--- config.mk ---
export PLATFORM = sky130hd
export DESIGN_NAME = seg7_scan_decoder_flat
export DESIGN_NICKNAME = d
export VERILOG_FILES = /design/src/rtl/seg7_scan_if.sv /design/src/rtl/seg7_scan_decoder.sv /design/src/flat_wrapper.sv
export SDC_FILE = /design/constraint.sdc
export NUM_CORES = 1
export LEC_CHECK = 0
export ABC_AREA = 1
export CORE_MARGIN = 2
export CORE_UTILIZATION = 53
export DETAILED_ROUTE_END_ITERATION = 16
export HOLD_SLACK_MARGIN = 0.12
export PLACE_DENSITY = 0.78
export SKIP_CTS_REPAIR_TIMING = 1
export SYNTH_ARGS = -nofsm -noshare
export SYNTH_HDL_FRONTEND = slang
export SYNTH_SLANG_ARGS = --single-unit
--- constraint.sdc ---
create_clock -name clk -period 3.02 [get_ports clk]
set_input_delay 0.906 -clock clk [delete_from_list [all_inputs] [get_ports clk]]
set_output_delay 0.906 -clock clk [all_outputs]
set_load 0.05 [all_outputs]
--- src/rtl/seg7_scan_if.sv ---
// seg7_scan_if: display-bus snoop inputs, symbol stream output and error
// status of the 7-segment scan decoder, bundled as one interface.
// master = environment side (drives the display bus, ready and err_clr),
// slave  = decoder side.
interface seg7_scan_if #(
    parameter int NDIG  = 4,
    parameter int IDX_W = 2
);
    logic [6:0]       seg_n;
    logic [NDIG-1:0]  dig_en;
    logic             out_valid;
    logic             out_ready;
    logic [IDX_W-1:0] out_idx;
    logic [1:0]       out_kind;
    logic [3:0]       out_val;
    logic             out_last;
    logic             err_clr;
    logic [2:0]       err;

    modport master (
        output seg_n, dig_en, out_ready, err_clr,
        input  out_valid, out_idx, out_kind, out_val, out_last, err
    );

    modport slave (
        input  seg_n, dig_en, out_ready, err_clr,
        output out_valid, out_idx, out_kind, out_val, out_last, err
    );
endinterface

--- src/rtl/seg7_scan_decoder.sv ---
// seg7_scan_decoder: snoops a multiplexed active-low 7-segment bus, debounces
// each digit slot, decodes the segment pattern back to a symbol and streams
// every complete scan frame out digit by digit over valid/ready.
// Optional build macro SEG7_CHANGE_ONLY_EN: a complete frame identical to the
// last transmitted one is dropped silently (first frame after reset is always
// sent). Without the macro every complete frame is transmitted.
//
// state | meaning
// ------+-----------------------------------------------------------
// IDLE  | no frame pending, out_valid low, collecting digit captures
// SEND  | snapshot frame being streamed, out_idx selects the symbol
module seg7_scan_decoder #(
    parameter int NDIG   = 4,
    parameter int IDX_W  = 2,
    parameter int SETTLE = 3
) (
    input logic        clk,
    input logic        rst,
    seg7_scan_if.slave bus
);
    typedef enum logic {IDLE = 1'b0, SEND = 1'b1} state_t;

    localparam logic [7:0]       CNT_MAX  = 8'hFF;
    localparam logic [7:0]       CNT_FIRE = 8'(SETTLE - 1);
    localparam logic [IDX_W-1:0] IDX_LAST = IDX_W'(NDIG - 1);

    logic [6:0]            seg_r, seg_p;
    logic [NDIG-1:0]       dig_r, dig_p;
    logic [7:0]            cnt_q, cnt_d;
    logic                  same, fire;
    logic                  dig_zero, dig_onehot, cap;
    logic [1:0]            dec_kind;
    logic [3:0]            dec_val;
    logic                  dec_unknown;
    logic [NDIG-1:0]       seen_q, seen_d;
    logic [NDIG-1:0][5:0]  bank_q, bank_d, snap_q, snap_d;
    logic                  frame_done, frame_dup, frame_take, overrun;
    state_t                state_q, state_d;
    logic [IDX_W-1:0]      idx_q, idx_d;
    logic [2:0]            err_q, err_set;

    // Register the bus once, keep the previous sample and the run counter
    always_ff @(posedge clk or posedge rst) begin
        if (rst) begin
            seg_r <= '0;
            dig_r <= '0;
            seg_p <= '0;
            dig_p <= '0;
            cnt_q <= '0;
        end else begin
            seg_r <= bus.seg_n;
            dig_r <= bus.dig_en;
            seg_p <= seg_r;
            dig_p <= dig_r;
            cnt_q <= cnt_d;
        end
    end

    // Stability counter; capture fires once per stable run as it hits SETTLE-1
    always_comb begin
        same       = (seg_r == seg_p) && (dig_r == dig_p);
        cnt_d      = '0;
        if (same) begin
            cnt_d = (cnt_q == CNT_MAX) ? cnt_q : cnt_q + 8'd1;
        end
        fire       = (cnt_d == CNT_FIRE);
        dig_zero   = (dig_r == '0);
        dig_onehot = !dig_zero && ((dig_r & (dig_r - NDIG'(1))) == '0);
        cap        = fire && dig_onehot;
    end

    // Segment pattern to symbol; digit 0 takes precedence over letter O on 0x40
    always_comb begin
        dec_kind    = 2'd3;
        dec_val     = 4'hF;
        dec_unknown = 1'b0;
        case (seg_r)
            7'h40: begin dec_kind = 2'd0; dec_val = 4'd0; end
            7'h79: begin dec_kind = 2'd0; dec_val = 4'd1; end
            7'h24: begin dec_kind = 2'd0; dec_val = 4'd2; end
            7'h30: begin dec_kind = 2'd0; dec_val = 4'd3; end
            7'h19: begin dec_kind = 2'd0; dec_val = 4'd4; end
            7'h12: begin dec_kind = 2'd0; dec_val = 4'd5; end
            7'h02: begin dec_kind = 2'd0; dec_val = 4'd6; end
            7'h78: begin dec_kind = 2'd0; dec_val = 4'd7; end
            7'h00: begin dec_kind = 2'd0; dec_val = 4'd8; end
            7'h10: begin dec_kind = 2'd0; dec_val = 4'd9; end
            7'h06: begin dec_kind = 2'd1; dec_val = 4'd1; end
            7'h47: begin dec_kind = 2'd1; dec_val = 4'd2; end
            7'h46: begin dec_kind = 2'd1; dec_val = 4'd3; end
            7'h0C: begin dec_kind = 2'd1; dec_val = 4'd4; end
            7'h2F: begin dec_kind = 2'd1; dec_val = 4'd5; end
            7'h23: begin dec_kind = 2'd1; dec_val = 4'd6; end
            7'h3F: begin dec_kind = 2'd2; dec_val = 4'd0; end
            7'h7F: begin dec_kind = 2'd3; dec_val = 4'd0; end
            default: dec_unknown = 1'b1;
        endcase
    end

    // Write the captured symbol into its slot and detect a completed frame
    always_comb begin
        bank_d = bank_q;
        seen_d = seen_q;
        for (int i = 0; i < NDIG; i++) begin
            if (cap && dig_r[i]) begin
                bank_d[i] = {dec_kind, dec_val};
                seen_d[i] = 1'b1;
            end
        end
        frame_done = cap && (seen_d == '1);
        if (frame_done) begin
            seen_d = '0;
        end
    end

`ifdef SEG7_CHANGE_ONLY_EN
    logic sent_any_q;

    // Remember whether any frame has been transmitted since reset
    always_ff @(posedge clk or posedge rst) begin
        if (rst) begin
            sent_any_q <= 1'b0;
        end else if (frame_take) begin
            sent_any_q <= 1'b1;
        end
    end

    // The snapshot always holds the last transmitted frame
    always_comb begin
        frame_dup = sent_any_q && (bank_d == snap_q);
    end
`else
    // Every complete frame is a candidate for transmission
    always_comb begin
        frame_dup = 1'b0;
    end
`endif

    // Next state, stream index and frame accept/overrun decisions
    always_comb begin
        state_d    = state_q;
        idx_d      = idx_q;
        frame_take = 1'b0;
        overrun    = 1'b0;
        case (state_q)
            IDLE: begin
                if (frame_done && !frame_dup) begin
                    state_d    = SEND;
                    idx_d      = '0;
                    frame_take = 1'b1;
                end
            end
            SEND: begin
                if (bus.out_ready && (idx_q == IDX_LAST)) begin
                    idx_d = '0;
                    if (frame_done && !frame_dup) begin
                        frame_take = 1'b1;
                    end else begin
                        state_d = IDLE;
                    end
                end else begin
                    if (bus.out_ready) begin
                        idx_d = idx_q + IDX_W'(1);
                    end
                    if (frame_done && !frame_dup) begin
                        overrun = 1'b1;
                    end
                end
            end
            default: begin
                state_d = IDLE;
                idx_d   = '0;
            end
        endcase
        snap_d  = frame_take ? bank_d : snap_q;
        err_set = {overrun, cap && dec_unknown, fire && !dig_zero && !dig_onehot};
    end

    // State, index, slot bank, seen mask and frame snapshot registers
    always_ff @(posedge clk or posedge rst) begin
        if (rst) begin
            state_q <= IDLE;
            idx_q   <= '0;
            seen_q  <= '0;
            bank_q  <= '0;
            snap_q  <= '0;
        end else begin
            state_q <= state_d;
            idx_q   <= idx_d;
            seen_q  <= seen_d;
            bank_q  <= bank_d;
            snap_q  <= snap_d;
        end
    end

    // Sticky error flags; a new set wins over a simultaneous clear
    always_ff @(posedge clk or posedge rst) begin
        if (rst) begin
            err_q <= '0;
        end else begin
            err_q <= (err_q & ~{3{bus.err_clr}}) | err_set;
        end
    end

    assign bus.out_valid = (state_q == SEND);
    assign bus.out_idx   = idx_q;
    assign bus.out_kind  = snap_q[idx_q][5:4];
    assign bus.out_val   = snap_q[idx_q][3:0];
    assign bus.out_last  = (state_q == SEND) && (idx_q == IDX_LAST);
    assign bus.err       = err_q;
endmodule

--- src/flat_wrapper.sv ---
// flat-port wrapper written by rule: the top's interface ports become plain ports
module seg7_scan_decoder_flat 
#(
    parameter int NDIG   = 4,
    parameter int IDX_W  = 2,
    parameter int SETTLE = 3
)
  (clk, rst, bus_seg_n, bus_dig_en, bus_out_ready, bus_err_clr, bus_out_valid, bus_out_idx, bus_out_kind, bus_out_val, bus_out_last, bus_err);
  seg7_scan_if #(.NDIG(NDIG), .IDX_W(IDX_W)) bus_i ();
  input logic clk;
  input logic rst;
  input wire logic [$bits(bus_i.seg_n)-1:0] bus_seg_n;
  input wire logic [$bits(bus_i.dig_en)-1:0] bus_dig_en;
  input wire logic [$bits(bus_i.out_ready)-1:0] bus_out_ready;
  input wire logic [$bits(bus_i.err_clr)-1:0] bus_err_clr;
  output wire logic [$bits(bus_i.out_valid)-1:0] bus_out_valid;
  output wire logic [$bits(bus_i.out_idx)-1:0] bus_out_idx;
  output wire logic [$bits(bus_i.out_kind)-1:0] bus_out_kind;
  output wire logic [$bits(bus_i.out_val)-1:0] bus_out_val;
  output wire logic [$bits(bus_i.out_last)-1:0] bus_out_last;
  output wire logic [$bits(bus_i.err)-1:0] bus_err;
  assign bus_i.seg_n = bus_seg_n;
  assign bus_i.dig_en = bus_dig_en;
  assign bus_i.out_ready = bus_out_ready;
  assign bus_i.err_clr = bus_err_clr;
  assign bus_out_valid = bus_i.out_valid;
  assign bus_out_idx = bus_i.out_idx;
  assign bus_out_kind = bus_i.out_kind;
  assign bus_out_val = bus_i.out_val;
  assign bus_out_last = bus_i.out_last;
  assign bus_err = bus_i.err;
  seg7_scan_decoder #(.NDIG(NDIG), .IDX_W(IDX_W), .SETTLE(SETTLE)) u_core (.clk(clk), .rst(rst), .bus(bus_i));
endmodule
# == Yosys cells after proc, flatten, opt, wreduce, memory -nomap -nowiden ==
# Cells that the tools add are included.
# op_classes
n_addsub,3
multipliers,0
n_div,0
magnitude_cmp,1
eq_ne,25
shift,0
mux,27
n_bitwise,5
n_reduce_logical,29
# ops
cell,count
equality test 7 bit (second input constant),6
one-hot mux 4 bit (10 select lines),1
equality test 7 x 6 -> 1 bit (second input constant),5
two-way mux 6 bit,5
equality test 7 x 5 -> 1 bit (second input constant),3
OR reduction 18 bit,1
two-way mux 8 bit,2
logical AND 1 bit,13
binary-select mux 6 bit (select 2 bit),1
OR reduction 2 bit,6
two-way mux 1 bit,10
OR reduction 10 bit,1
adder 8 x 1 -> 8 bit (second input constant),1
equality test 8 x 2 -> 1 bit (second input constant),1
equality test 8 bit (second input constant),1
zero test 4 bit,2
equality test 7 x 2 -> 1 bit (second input constant),1
equality test 7 x 3 -> 1 bit (second input constant),1
equality test 7 x 4 -> 1 bit (second input constant),1
equality test 7 bit,1
zero test 7 bit,1
two-way mux 2 bit,3
one-hot mux 2 bit (3 select lines),1
OR reduction 6 bit,1
19 further kinds,21
# totals
register_bits,88
latch_bits,0
ram_bits,0
rom_bits,0
in_bits,15
output_inout_bits,13
word_cells,107
mem_count,0

# == Logic depth before layout (Yosys ltp) ==
# logic_depth
depth_word,13
depth_mapped,19
ltp_nobuf,16

# == Worst setup path after synthesis ==
# OpenSTA, ideal clock, no wires.
# synth_path
path_type,reg2out
startpoint,"register u_core.idx_q[0], in the netlist u_core.bus.out_idx[0]"
endpoint,output bus_out_val[1]
t_arrival_ps,1909
required_time_ps,2114
slack_ps,205
path_stages_with_launch,4
path_buffers,1
cell_sequence,dfrtp_1 -> clkbuf_1 -> o21ai_0 -> o22ai_1
# synth_between
elab_chain_cells,2
# synth_rtl
item,line_no,rtl
start: declaration,seg7_scan_decoder.sv:39,"logic [IDX_W-1:0] idx_q, idx_d;"
start signal: assignment,seg7_scan_decoder.sv:189,idx_q <= idx_d;
binary-select mux 6 bit (select 2 bit),seg7_scan_decoder.sv:208,assign bus.out_val = snap_q[idx_q][3:0];
two-way mux 6 bit,-,
end: declaration,flat_wrapper.sv:19,output wire logic [$bits(bus_i.out_val)-1:0] bus_out_val;
# Every way passes these cells. The select of a mux whose other input is x is not followed.

# == Worst setup path in the final report ==
# layout_path
startpoint,"register u_core.idx_q[1], in the netlist u_core.bus.out_idx[1]"
endpoint,output bus_out_idx[1]
# layout_lines
item,line_no,rtl
end: declaration,flat_wrapper.sv:17,output wire logic [$bits(bus_i.out_idx)-1:0] bus_out_idx;
# No word-level cell between the ends.

==> key figures <==
Outcome
  • Status: finished, final reports clean

Power and ir drop
  • Worst IR Drop VDD: 0.261 mV
  • PwrDens: 598 nW/um^2
  • Switching share of total power: 32.8%
  • Switch Pwr: 0.963 mW
  • Flop pwr share: 42.8%
  • Tot Pwr: 2.94 mW
  • Cell Int Power: 1.97 mW
  • Comb pwr share: 23.7%
  • Clock power share: 33.5%
  • Leak: 2.53 nW

Layout
  • Fin area: 4910 sq um
  • Final net count: 583
  • Multi-input logic area: 1680 sq um
  • Ant. Diodes: 0
  • Final core occ: 63.2%
  • Area growth syn-to-layout: 15.3%
  • Layout cell share with drive strength beyond 1: 9.30%
  • Filler Cell Count: 652
  • Sequential Area: 2200 sq um
  • Final non-filler cell total: 672

STA
  • Post-Route Setup TNS: 0 ps
  • Slew HR: 65.6%
  • Max-slew violations: 0
  • Fin crit period: 2700 ps
  • WHS: 478 ps
  • Final period utilization: 89.5%
  • Worst-Margin Slew: 515 ps
  • Hold Fails Final Rpt: 0
  • Final WS setup: 317 ps
  • RSZ-0062 raised after global routing: no
  • Final setup violation count: 0
  • Clock skew after layout: 13.8 ps
  • Max Freq: 370 MHz

Clock network
  • Skew-Pair Late Insertion Delay: 360 ps
  • Root Buffer: clkbuf_8
  • Sink Count: 88
  • Max clock buf depth: 2
  • Clk slew on worst S/H paths: 90 ps
  • H-tree Lvls: 3
  • CTS tree: done
  • CTS buffer count: 9

Floorplan
  • Initial Util: 54.8%
  • Io pins: 28
  • Die area: 8770 sq um
  • Die width: 93.6 um
  • Cell row count: 32
  • Core Area: 7770 sq um
  • Die extent in y: 93.6 um

Synthesis
  • Synth warn: 0
  • Number of synthesized flops with an enable pin: 0
  • Yosys top cell by area: dfrtp_1
  • Post-synthesis instance total: 532
  • Sequential fraction of the synthesis area: 51.7%
  • FFs w/ async S/R, synth: 100%
  • Seq cells post-synth: 88
  • Leading cell types by total area after synthesis: dfrtp_1 (52%), nand2_1 (15%), inv_1 (6.9%), nor2_1 (4.1%), nand3_1 (3.8%)
  • Cell with the most instances after synthesis: nand2_1
  • Cell variety after synth: 33
  • Synth top area share: 51.7%
  • Mapped Avg Cell Area: 8.01 sq um
  • Synth Flop Type: dfrtp_1
  • Most frequent cells after synthesis: nand2_1 (165), dfrtp_1 (88), inv_1 (78)
  • Mapped cell area: 4260 sq um
  • Mapped Nets: 549

Hold path
  • Min-Delay Path Class: flop to flop
  • Hold Path Origin: u_core.seg_r[0]$_DFF_PP0_

Worst setup path
  • Worst R2R Start: u_core.cnt_q[0]$_DFF_PP0_
  • Startpoint Class: flop
  • Critical Path RT: 2110 ps
  • Kind of critical path: flop to primary output
  • Critical Path Fanout Max: 10
  • Delay-heaviest family, CP: buffers and inverters
  • Worst setup path start: u_core.bus.out_idx[1]$_DFFE_PP0P_
  • Crit end category: primary output
  • WP buf/inv: 1
  • Crit-path cells: clkdlybuf4s50_1
  • Worst path max stage delay: 870 ps
  • CP max-delay cell: clkdlybuf4s50_1
  • Crit path arrival time: 1800 ps

Detailed routing
  • Remaining DRCs: 0
  • Total wire length: 8870 um
  • Routed length per instance: 13.2 um
  • Antenna Violating Nets Remaining: 0
  • Iter 0 DRT Violations: 144
  • DRT Pass-1 Iters: 4
  • Drt via density: 5.16
  • Via count: 3465

Placement
  • I/O Buffers: 27
  • Placed Instances: 657
  • DP Area: 4650 sq um
  • Place WS: 97.3 ps
  • Routability congestion estimate: 0.908
  • Hpwl dp: 6470 um

GRT
  • Congestion Overflow GR: 0
  • Antenna violations before repair: 0
  • Pin count of the biggest net entering global routing: 49
  • Vias in the first global route: 3394
  • First-pass GRT wire length: 15400 um
  • Total track usage: 22.3%

Job
  • Max capacitance violation total: 0
[placed cells by master, fill, tap and decap left out, types with 2 or more instances in the layout]
cell	count
clkdlybuf4s50_1	20
inv_2	3
nand4_2	2
ha_1	2
inv_1	77
bufinv_16	3
clkinvlp_4	3
nand3_1	31
buf_12	3
nor3_1	8
dfrtp_1	88
nand3_2	4
o21ai_2	4
nand3b_1	3
nand4_1	7
o21ai_0	21
buf_4	11
clkbuf_8	9
nor2_4	3
nor2_1	47
o21ai_1	26
o22ai_1	6
nand2_2	3
nand2_1	164
a32o_1	2
a21oi_1	4
xnor2_1	5
[area by class of cell]
| type | count | share of cell area [%] |
|---|---|---|
| flip-flops and latches | 88 | 44.9 |
| multi-input cells | 351 | 34.1 |
| repair buffers | 35 | 7.24 |
| inverters | 81 | 6.27 |
| well taps | 102 | 2.60 |
| clock buffers | 9 | 2.52 |
| clock inverters | 6 | 2.37 |
[power by group through the flow]
| stage | registers [mW] | logic, mW | clock network [mW] |
|---|---|---|---|
| 2_1_floorplan | 1.33 | 0.423 | 0 |
| 4_1_cts | 1.26 | 0.698 | 0.998 |
| 5_1_grt | 1.26 | 0.755 | 1.05 |
| 3_5_place_dp | 1.28 | 0.696 | 0 |
| 6_report | 1.26 | 0.696 | 0.983 |
| 3_3_place_gp | 1.28 | 0.691 | 0 |
[state kept, by name (all words and copies together), names as in the netlist]
name / flops
u_core.dig_r: 4
u_core.seen_q: 4
u_core.dig_p: 4
u_core.bus.out_idx: 2
u_core.seg_p: 7
u_core.seg_r: 7
u_core.bank_q: 24
u_core.snap_q: 24
u_core.cnt_q: 8
u_core.bus.err: 3
u_core.bus.out_valid: 1
[worst paths after layout]
check / endpoint / slack, ps / cells past startpoint
worst max-delay path: bus_out_idx[1] / 320 / 1
worst min-delay path: u_core.seg_p[0]$_DFF_PP0_ / 480 / 0
worst max register to register: u_core.snap_q[2]$_DFFE_PP0P_ / 370 / 15
worst min register to register: u_core.seg_p[0]$_DFF_PP0_ / 480 / 0
max in group asynchronous: u_core.bank_q[9]$_DFF_PP0_ / 1530 / 3
min in group asynchronous: u_core.snap_q[16]$_DFFE_PP0P_ / 920 / 2
[per-layer routing]
| metal | GRT usage (%) | up-vias | part of all wire, % |
|---|---|---|---|
| met4 | 7.85 | 0 | 1.3 |
| met1 | 31.2 | 1644 | 47 |
| li1 | - | 1744 | - |
| met5 | 0 | - | 0 |
| met3 | 3.55 | 10 | 4.0 |
| met2 | 35.7 | 67 | 48 |
[kinds of logic after synthesis]
| kind of cell | after synthesis | synth area share (%) |
|---|---|---|
| AND/OR/NAND/NOR | 276 | 28.2 |
| flip-flops | 88 | 51.7 |
| adder cells (fa/ha/maj) | 2 | 0.587 |
| XOR/XNOR | 6 | 1.41 |
| buffers and inverters | 93 | 9.22 |
| AO/OA/AOI/OAI | 67 | 8.90 |
Power figures use the tool's default switching activity.
